$ cat src/rtl/rf_read_arbiter.sv
// Shares the Regfile's single read port between decode operand fetch (priority)
// and a background debug/trace reader, with a starvation guard for the latter.
module rf_read_arbiter #(
  parameter int ADDR_W   = 5,
  parameter int DATA_W   = 32,
  parameter int MAX_WAIT = 4
) (
  input  logic              clk,
  input  logic              rst,
  input  logic              req0_i,
  input  logic [ADDR_W-1:0] addr0_i,
  output logic              gnt0_o,
  output logic              valid0_o,
  output logic [DATA_W-1:0] data0_o,
  input  logic              req1_i,
  input  logic [ADDR_W-1:0] addr1_i,
  output logic              gnt1_o,
  output logic              valid1_o,
  output logic [DATA_W-1:0] data1_o,
  output logic              rf_re_o,
  output logic [ADDR_W-1:0] rf_raddr_o,
  input  logic [DATA_W-1:0] rf_rdata_i
);

  localparam logic [3:0] MAX_WAIT_C = 4'(MAX_WAIT);

  logic [3:0]        starve_r;
  logic              force1_s;
  logic              gnt0_s;
  logic              gnt1_s;
  logic [ADDR_W-1:0] raddr_s;
  logic              valid0_r;
  logic              valid1_r;
  logic [DATA_W-1:0] data0_r;
  logic [DATA_W-1:0] data1_r;

  // Grant decision; grants are suppressed while reset is held low.
  always_comb begin
    force1_s = (starve_r == MAX_WAIT_C);
    gnt0_s   = 1'b0;
    gnt1_s   = 1'b0;
    if (rst) begin
      gnt1_s = req1_i & (force1_s | ~req0_i);
      gnt0_s = req0_i & ~gnt1_s;
    end else begin
      gnt1_s = 1'b0;
      gnt0_s = 1'b0;
    end
  end

  // Regfile address mux; zero when the port is idle.
  always_comb begin
    raddr_s = {ADDR_W{1'b0}};
    case ({gnt1_s, gnt0_s})
      2'b01:   raddr_s = addr0_i;
      2'b10:   raddr_s = addr1_i;
      default: raddr_s = {ADDR_W{1'b0}};
    endcase
  end

  // Starvation counter: counts consecutive denied cycles of requester 1.
  always_ff @(posedge clk or negedge rst) begin
    if (!rst) begin
      starve_r <= 4'd0;
    end else if (req1_i && !gnt1_s) begin
      if (starve_r < MAX_WAIT_C) begin
        starve_r <= starve_r + 4'd1;
      end else begin
        starve_r <= starve_r;
      end
    end else begin
      starve_r <= 4'd0;
    end
  end

  // Response stage: capture read data one cycle after grant; data holds otherwise.
  always_ff @(posedge clk or negedge rst) begin
    if (!rst) begin
      valid0_r <= 1'b0;
      valid1_r <= 1'b0;
      data0_r  <= {DATA_W{1'b0}};
      data1_r  <= {DATA_W{1'b0}};
    end else begin
      valid0_r <= gnt0_s;
      valid1_r <= gnt1_s;
      if (gnt0_s) begin
        data0_r <= rf_rdata_i;
      end else begin
        data0_r <= data0_r;
      end
      if (gnt1_s) begin
        data1_r <= rf_rdata_i;
      end else begin
        data1_r <= data1_r;
      end
    end
  end

  assign gnt0_o     = gnt0_s;
  assign gnt1_o     = gnt1_s;
  assign rf_re_o    = gnt0_s | gnt1_s;
  assign rf_raddr_o = raddr_s;
  assign valid0_o   = valid0_r;
  assign valid1_o   = valid1_r;
  assign data0_o    = data0_r;
  assign data1_o    = data1_r;

endmodule
$ cat config.mk
export PLATFORM = sky130hd
export DESIGN_NAME = rf_read_arbiter
export DESIGN_NICKNAME = d
export VERILOG_FILES = /design/src/rtl/rf_read_arbiter.sv
export SDC_FILE = /design/constraint.sdc
export NUM_CORES = 1
export LEC_CHECK = 0
export BUFFER_PORTS_ARGS = -buffer_cell sky130_fd_sc_hd__buf_2
export CORE_ASPECT_RATIO = 1.75
export CORE_MARGIN = 5
export CORE_UTILIZATION = 48
export DETAILED_ROUTE_END_ITERATION = 10
export PLACE_DENSITY_LB_ADDON = 0.3
export SYNTH_ARGS = -nofsm -noshare
export SYNTH_HDL_FRONTEND = slang
export SYNTH_SLANG_ARGS = --single-unit
$ cat constraint.sdc
create_clock -name clk -period 2.11 [get_ports clk]
set_input_delay 0.211 -clock clk [delete_from_list [all_inputs] [get_ports clk]]
set_output_delay 0.211 -clock clk [all_outputs]
set_load 0.05 [all_outputs]
-- After elaboration in Yosys (flattened, before gate mapping)
Cells that the tools add are included.
- bits in latches: 0
- bits of input ports: 46
- RAM bits: 0
- register bits: 70
- memories kept: 0
- logic and storage cells: 24
- memory bits (read-only): 0
- output and inout bits: 74
- shifts and indexed selects: 0
- add/sub/neg operators: 1
- $lt $le $gt $ge: 1
- reduce and logical (&&, ||, !) cells: 2
- eq/ne operators: 4
- bitwise logic cells: 6
- multiply operators: 0
- div/mod/pow operators: 0
- muxes and demuxes: 5
- operators with widths (cell ; count):
    5-bit case mux with 2 select lines ; 1
    4-bit two-way mux ; 2
    4-bit by 1-bit adder with 4-bit output, second input constant ; 1
    4-bit by 3-bit equality test with 1-bit output, second input constant ; 1
    4-bit by 3-bit < comparator with 1-bit output, second input constant ; 1
    1-bit AND ; 2
    2-bit by 1-bit equality test with 1-bit output, second input constant ; 1
    2-bit equality test, second input constant ; 1
    1-bit two-way mux ; 2
    2-bit by 1-bit != test with 1-bit output, second input constant ; 1
    1-bit NOT ; 2
    1-bit OR ; 2
    1-bit logical AND ; 1
    1-bit logical NOT ; 1

-- Depth between registers and ports, before layout
- word-level depth: 8
- mapped depth: 10
- mapped depth without buffers: 8

-- Worst setup path before layout
OpenSTA, ideal clock, no wires.
- path type: reg2out
- from: reg starve_r[0]
- to: out rf_raddr_o[4]
- arrival time: 2.310 ns
- setup slack: -0.411 ns
- buffers on the path: 1
- cell stages (with the launch flop): 10
- required time: 1.899 ns
- path through: dfrtp_1 -> inv_1 -> ha_1 -> nand3b_4 -> a21o_2 -> inv_4 -> buf_6 -> ha_1 -> a22oi_1 -> nor2b_1
- RTL lines (element ; RTL line ; text):
    start, declared ; 27 ; logic [3:0] starve_r;
    start signal, assigned ; 67 ; starve_r <= starve_r + 4'd1;
    start signal, assigned ; 69 ; starve_r <= starve_r;
    4-bit by 3-bit equality test with 1-bit output * ; 39 ; force1_s = (starve_r == MAX_WAIT_C);
    1-bit OR * ; 43 ; gnt1_s = req1_i & (force1_s | ~req0_i);
    1-bit AND * ; 43 ;
    1-bit two-way mux * ; 42 ; if (rst) begin
    via gnt1_o ; 17 ; output logic gnt1_o,
    2-bit equality test or 2-bit by 1-bit equality test with 1-bit output (tied branches) ; 54 ; case ({gnt1_s, gnt0_s})
    5-bit case mux with 2 select lines * ; 54 ;
    end, declared ; 21 ; output logic [ADDR_W-1:0] rf_raddr_o,
Mark *: on every way through the listed nets, which the timed path passes. The rest lies on a longest branch.

-- Final worst setup path
- from: reg starve_r[0]
- to: out rf_raddr_o[0]
- longest elaborated chain between the ends: 8
- RTL lines (element ; RTL line ; text):
    4-bit by 3-bit equality test with 1-bit output * ; 39 ;
    1-bit OR * ; 43 ;
    1-bit AND * ; 43 ;
    1-bit NOT ; 44 ; gnt0_s = req0_i & ~gnt1_s;
    1-bit AND ; 44 ;
    1-bit two-way mux ; 42 ;
    2-bit equality test or 2-bit by 1-bit equality test with 1-bit output (tied branches) ; 54 ;
    5-bit case mux with 2 select lines * ; 54 ;
Mark *: on every way between the ends. The rest lies on a longest branch, timed or not.

==> metrics.txt <==
# TYPE chip_impl_metric gauge
chip_impl_info{name="status",value="finished, violations left"} 1
chip_impl_info{name="violations_in_the_final_reports",value="setup timing"} 1
chip_impl_metric{name="drt_iter0_markers",unit=""} 58
chip_impl_info{name="critical_path.most_common_cell",value="ha_4"} 1
chip_impl_metric{name="ff_latch_area",unit="mm2"} 0.001752
chip_impl_info{name="holdPathEnd",value="data1_o[26]"} 1
chip_impl_metric{name="core.rowCount",unit=""} 37
chip_impl_metric{name="routed_via_density",unit=""} 4.979
chip_impl_metric{name="power_per_cell_area",unit="mW/mm2"} 1076
chip_impl_metric{name="dp_hpwl",unit="um"} 4601
chip_impl_info{name="yosysTopAreaCell",value="dfrtp_1"} 1
chip_impl_metric{name="vdd_ir_drop_max",unit="mV"} 0.5449
chip_impl_metric{name="fp.dieH",unit="um"} 113.4
chip_impl_metric{name="totalWireLength",unit="um"} 6656
chip_impl_metric{name="setup_viol",unit=""} 5
chip_impl_metric{name="rr_worst_depth",unit=""} 7
chip_impl_metric{name="antenna_found_initial",unit=""} 0
chip_impl_metric{name="r2r_slack",unit="ns"} 0.31
chip_impl_info{name="timing.hold.worst.class",value="input port to register"} 1
chip_impl_info{name="r2r_start",value="starve_r[0]"} 1
chip_impl_metric{name="gp_congestion",unit=""} 0.9173
chip_impl_metric{name="finalHoldViolCount",unit=""} 0
chip_impl_metric{name="netlist.area_leader.share",unit=""} 0.5970
chip_impl_info{name="unrepaired_setup_endpoints_after_global_routing",value="yes"} 1
chip_impl_metric{name="globalRoute.totalOverflow",unit=""} 0
chip_impl_metric{name="nets",unit=""} 357
chip_impl_metric{name="grt_pass1_wl",unit="um"} 11210
chip_impl_metric{name="critical_path_cell_count",unit=""} 9
chip_impl_metric{name="clkSlewWorstSetupHoldPaths",unit="ns"} 0.07
chip_impl_info{name="startpoint_type",value="register"} 1
chip_impl_metric{name="timing.final.ws_setup",unit="ns"} -0.06397
chip_impl_metric{name="syn_area",unit="mm2"} 0.002934
chip_impl_metric{name="htree_levels",unit=""} 3
chip_impl_metric{name="clock_insertion_delay_worst_skew",unit="ns"} 0.33
chip_impl_metric{name="detailedPlace.worstSlack",unit="ns"} 0.08781
chip_impl_metric{name="syn2layout_area_growth",unit="%"} 33.94
chip_impl_metric{name="yosys.cell_types.count",unit=""} 21
chip_impl_metric{name="met1_usage",unit=""} 0.2091
chip_impl_metric{name="post_drt_antenna_nets",unit=""} 0
chip_impl_metric{name="worst_pin_slew",unit="ns"} 0.7831
chip_impl_metric{name="core",unit="mm2"} 0.005926
chip_impl_metric{name="maximum_number_of_pins_on_one_net_before_global_route_repair",unit=""} 66
chip_impl_metric{name="timing.final.crit_share",unit=""} 1.030
chip_impl_metric{name="delay_of_the_slowest_critical_path_stage",unit="ns"} 0.40
chip_impl_metric{name="drive_gt1_frac",unit=""} 0.7129
chip_impl_metric{name="numPlacedInstances",unit=""} 369
chip_impl_metric{name="synthCells",unit=""} 175
chip_impl_metric{name="cts_made_buffers",unit=""} 9
chip_impl_info{name="hp-start",value="rf_rdata_i[26]"} 1
chip_impl_info{name="cts_tree",value="yes"} 1
chip_impl_metric{name="timing.critical_path.arrival",unit="ns"} 1.96
chip_impl_info{name="gr-max-usage-layer",value="met2"} 1
chip_impl_metric{name="die_w",unit="um"} 69.10
chip_impl_metric{name="start_util",unit=""} 0.4951
chip_impl_metric{name="cts.path.max_buffers",unit=""} 2
chip_impl_metric{name="nFillCells",unit=""} 472
chip_impl_metric{name="worst_hold_path.num_cells",unit=""} 2
chip_impl_info{name="ys_top_cells_by_area",value="dfrtp_1 (60%), mux2_4 (14%), mux2_2 (13%)"} 1
chip_impl_metric{name="wl_per_cell",unit="um"} 17.15
chip_impl_info{name="crit-reg2reg-capture",value="data1_o[2]"} 1
chip_impl_info{name="cp-end-kind",value="output pin"} 1
chip_impl_metric{name="post_synth.cell_area_avg",unit="um2"} 16.77
chip_impl_metric{name="synth.yosys.warnings",unit=""} 0
chip_impl_metric{name="cts_num_sinks",unit=""} 70
chip_impl_metric{name="timing.critical_path.fanout_max",unit=""} 5
chip_impl_metric{name="slew_viol_final",unit=""} 0
chip_impl_metric{name="fin_worst_hold_slack",unit="ns"} 0.1163
chip_impl_metric{name="worst_ep_required_time",unit="ns"} 1.90
chip_impl_info{name="clk_root_buffer_cell",value="clkbuf_8"} 1
chip_impl_metric{name="final.setup.tns",unit="ns"} -0.2200
chip_impl_metric{name="multi_input_area",unit="mm2"} 0.001175
chip_impl_metric{name="antenna_cells_inserted",unit=""} 0
chip_impl_metric{name="synth-seq-cells",unit=""} 70
chip_impl_metric{name="timing.clock.skew",unit="ns"} 0.004394
chip_impl_metric{name="grtUsageMet2",unit=""} 0.3010
chip_impl_metric{name="vias",unit=""} 1932
chip_impl_metric{name="period_needed",unit="ns"} 2.174
chip_impl_metric{name="stdcell_count",unit=""} 388
chip_impl_metric{name="fmax",unit="MHz"} 460.0
chip_impl_metric{name="grt_use_total",unit=""} 0.1821
chip_impl_metric{name="static-leakage-power",unit="nW"} 1.948
chip_impl_info{name="critPathSlowestCell",value="dfrtp_1"} 1
chip_impl_metric{name="cap_violations",unit=""} 0
chip_impl_metric{name="placement.io_buffers",unit=""} 119
chip_impl_info{name="worst_path_dominant_cell_family",value="flip-flops"} 1
chip_impl_metric{name="max-slew-margin-rel",unit=""} 0.4779
chip_impl_metric{name="number_of_buffer_and_inverter_instances_along_the_worst_setup_path",unit=""} 3
chip_impl_metric{name="grt.met3_usage",unit=""} 0.06790
chip_impl_metric{name="drtPass1Iterations",unit=""} 4
chip_impl_metric{name="drcViolationCount",unit=""} 0
chip_impl_metric{name="mappedNetlistNets",unit=""} 226
chip_impl_info{name="crit_path_cell_trace",value="inv_2 -> ha_4 -> nand3b_4 -> o211a_4 -> inv_4 -> ha_4 -> a22oi_2 -> nor2b_4 -> buf_8"} 1
chip_impl_metric{name="ioPinCount",unit=""} 120
chip_impl_metric{name="portion_of_the_post_synthesis_area_used_by_sequential_elements",unit=""} 0.5970
chip_impl_info{name="criticalPathCategory",value="register to output pin"} 1
chip_impl_metric{name="die-area",unit="mm2"} 0.007838
chip_impl_metric{name="number_of_global_route_vias_before_repair",unit=""} 2231
## synth_stat cells
cell / number
buf_6: 4
nor2b_1: 5
a22oi_1: 5
buf_12: 3
nor2_1: 1
mux2_1: 2
a21o_2: 1
inv_1: 6
mux2_4: 28
and3_1: 1
o211a_1: 1
dfrtp_1: 70
ha_1: 5
nand3b_4: 1
nand2_1: 1
mux2i_1: 1
a21oi_1: 1
mux2_2: 34
inv_4: 1
xnor2_1: 1
nor3_1: 3
## logic make-up after synthesis
logic type | Yosys count | synth area share
mux | 65 | 0.2849
compound gates | 8 | 0.02090
buf+inv | 14 | 0.04563
simple gates | 12 | 0.02729
fa+ha+maj | 5 | 0.02132
xor+xnor | 1 | 0.002986
flops | 70 | 0.5970
## cell type report
cell class,instances,area share
multi-input cells,91,0.2990
clock inverters,1,0.001273
well taps,78,0.02483
clock buffers,14,0.04139
repair buffers,127,0.1799
inverters,7,0.007959
flip-flops and latches,70,0.4457
## placed cells by master (no fill, tap or decap)
cell type	count
mux2_4	28
clkbuf_8	11
nand2_1	1
dfrtp_1	70
ha_4	4
inv_4	2
mux2_1	2
buf_4	6
a21o_4	1
mux2_2	34
buf_6	5
dlygate4sd3_1	1
nand3b_4	1
buf_8	2
xnor2_1	1
and3_1	1
inv_2	2
ha_1	1
o211a_4	1
clkbuf_1	3
mux2i_1	1
a21oi_1	1
nor2b_4	5
buf_2	113
inv_1	3
nor2_1	1
clkinv_2	1
a22oi_2	5
nor3_1	3
## report_power, final
group	internal, W	switching (W)	total, W
Combinational	0.000476	0.00112	0.00160
Clock	0.000485	0.000449	0.000934
Sequential	0.00157	0.000124	0.00170
## flip-flops by register name, indices dropped and copies added, names as in the netlist
name,flops
data1_o,32
starve_r,4
data0_o,32
valid1_o,1
valid0_o,1
## routing by layer
layer / wire (um) / up-vias
met5: 0 / -
met1: 2696 / 963
li1: - / 870
met3: 482 / 8
met4: 95 / 0
met2: 3381 / 91
## timing repair
item / CTS / global route
endpoints found under the setup margin: 7 / 7
pin swaps: 8 / 2
buffers inserted: 2 / 1
hold endpoints to repair: 5 / 0
hold buffers: 1 / 0
gates resized for setup: 29 / 2
## stage by stage
step	util	cell area (um2)	power, W
floorplan	-	2980	0.002897
global placement	0.6066	3595	0.003260
detailed placement	0.6066	3595	0.003285
CTS	0.6607	3915	0.004276
global route	0.6632	3930	0.004447
finish	0.6632	3930	0.004228
## worst max path at each step
stage                      from  slack, ns             to
floorplan           starve_r[0]      -0.01  rf_raddr_o[4]
global placement    starve_r[0]       0.13         gnt0_o
detailed placement  starve_r[0]       0.09  rf_raddr_o[4]
CTS                 starve_r[0]      -0.05  rf_raddr_o[0]
global route        starve_r[0]      -0.15  rf_raddr_o[0]
finish              starve_r[0]      -0.06  rf_raddr_o[0]
No activity file was read; power rests on OpenSTA's default activity.
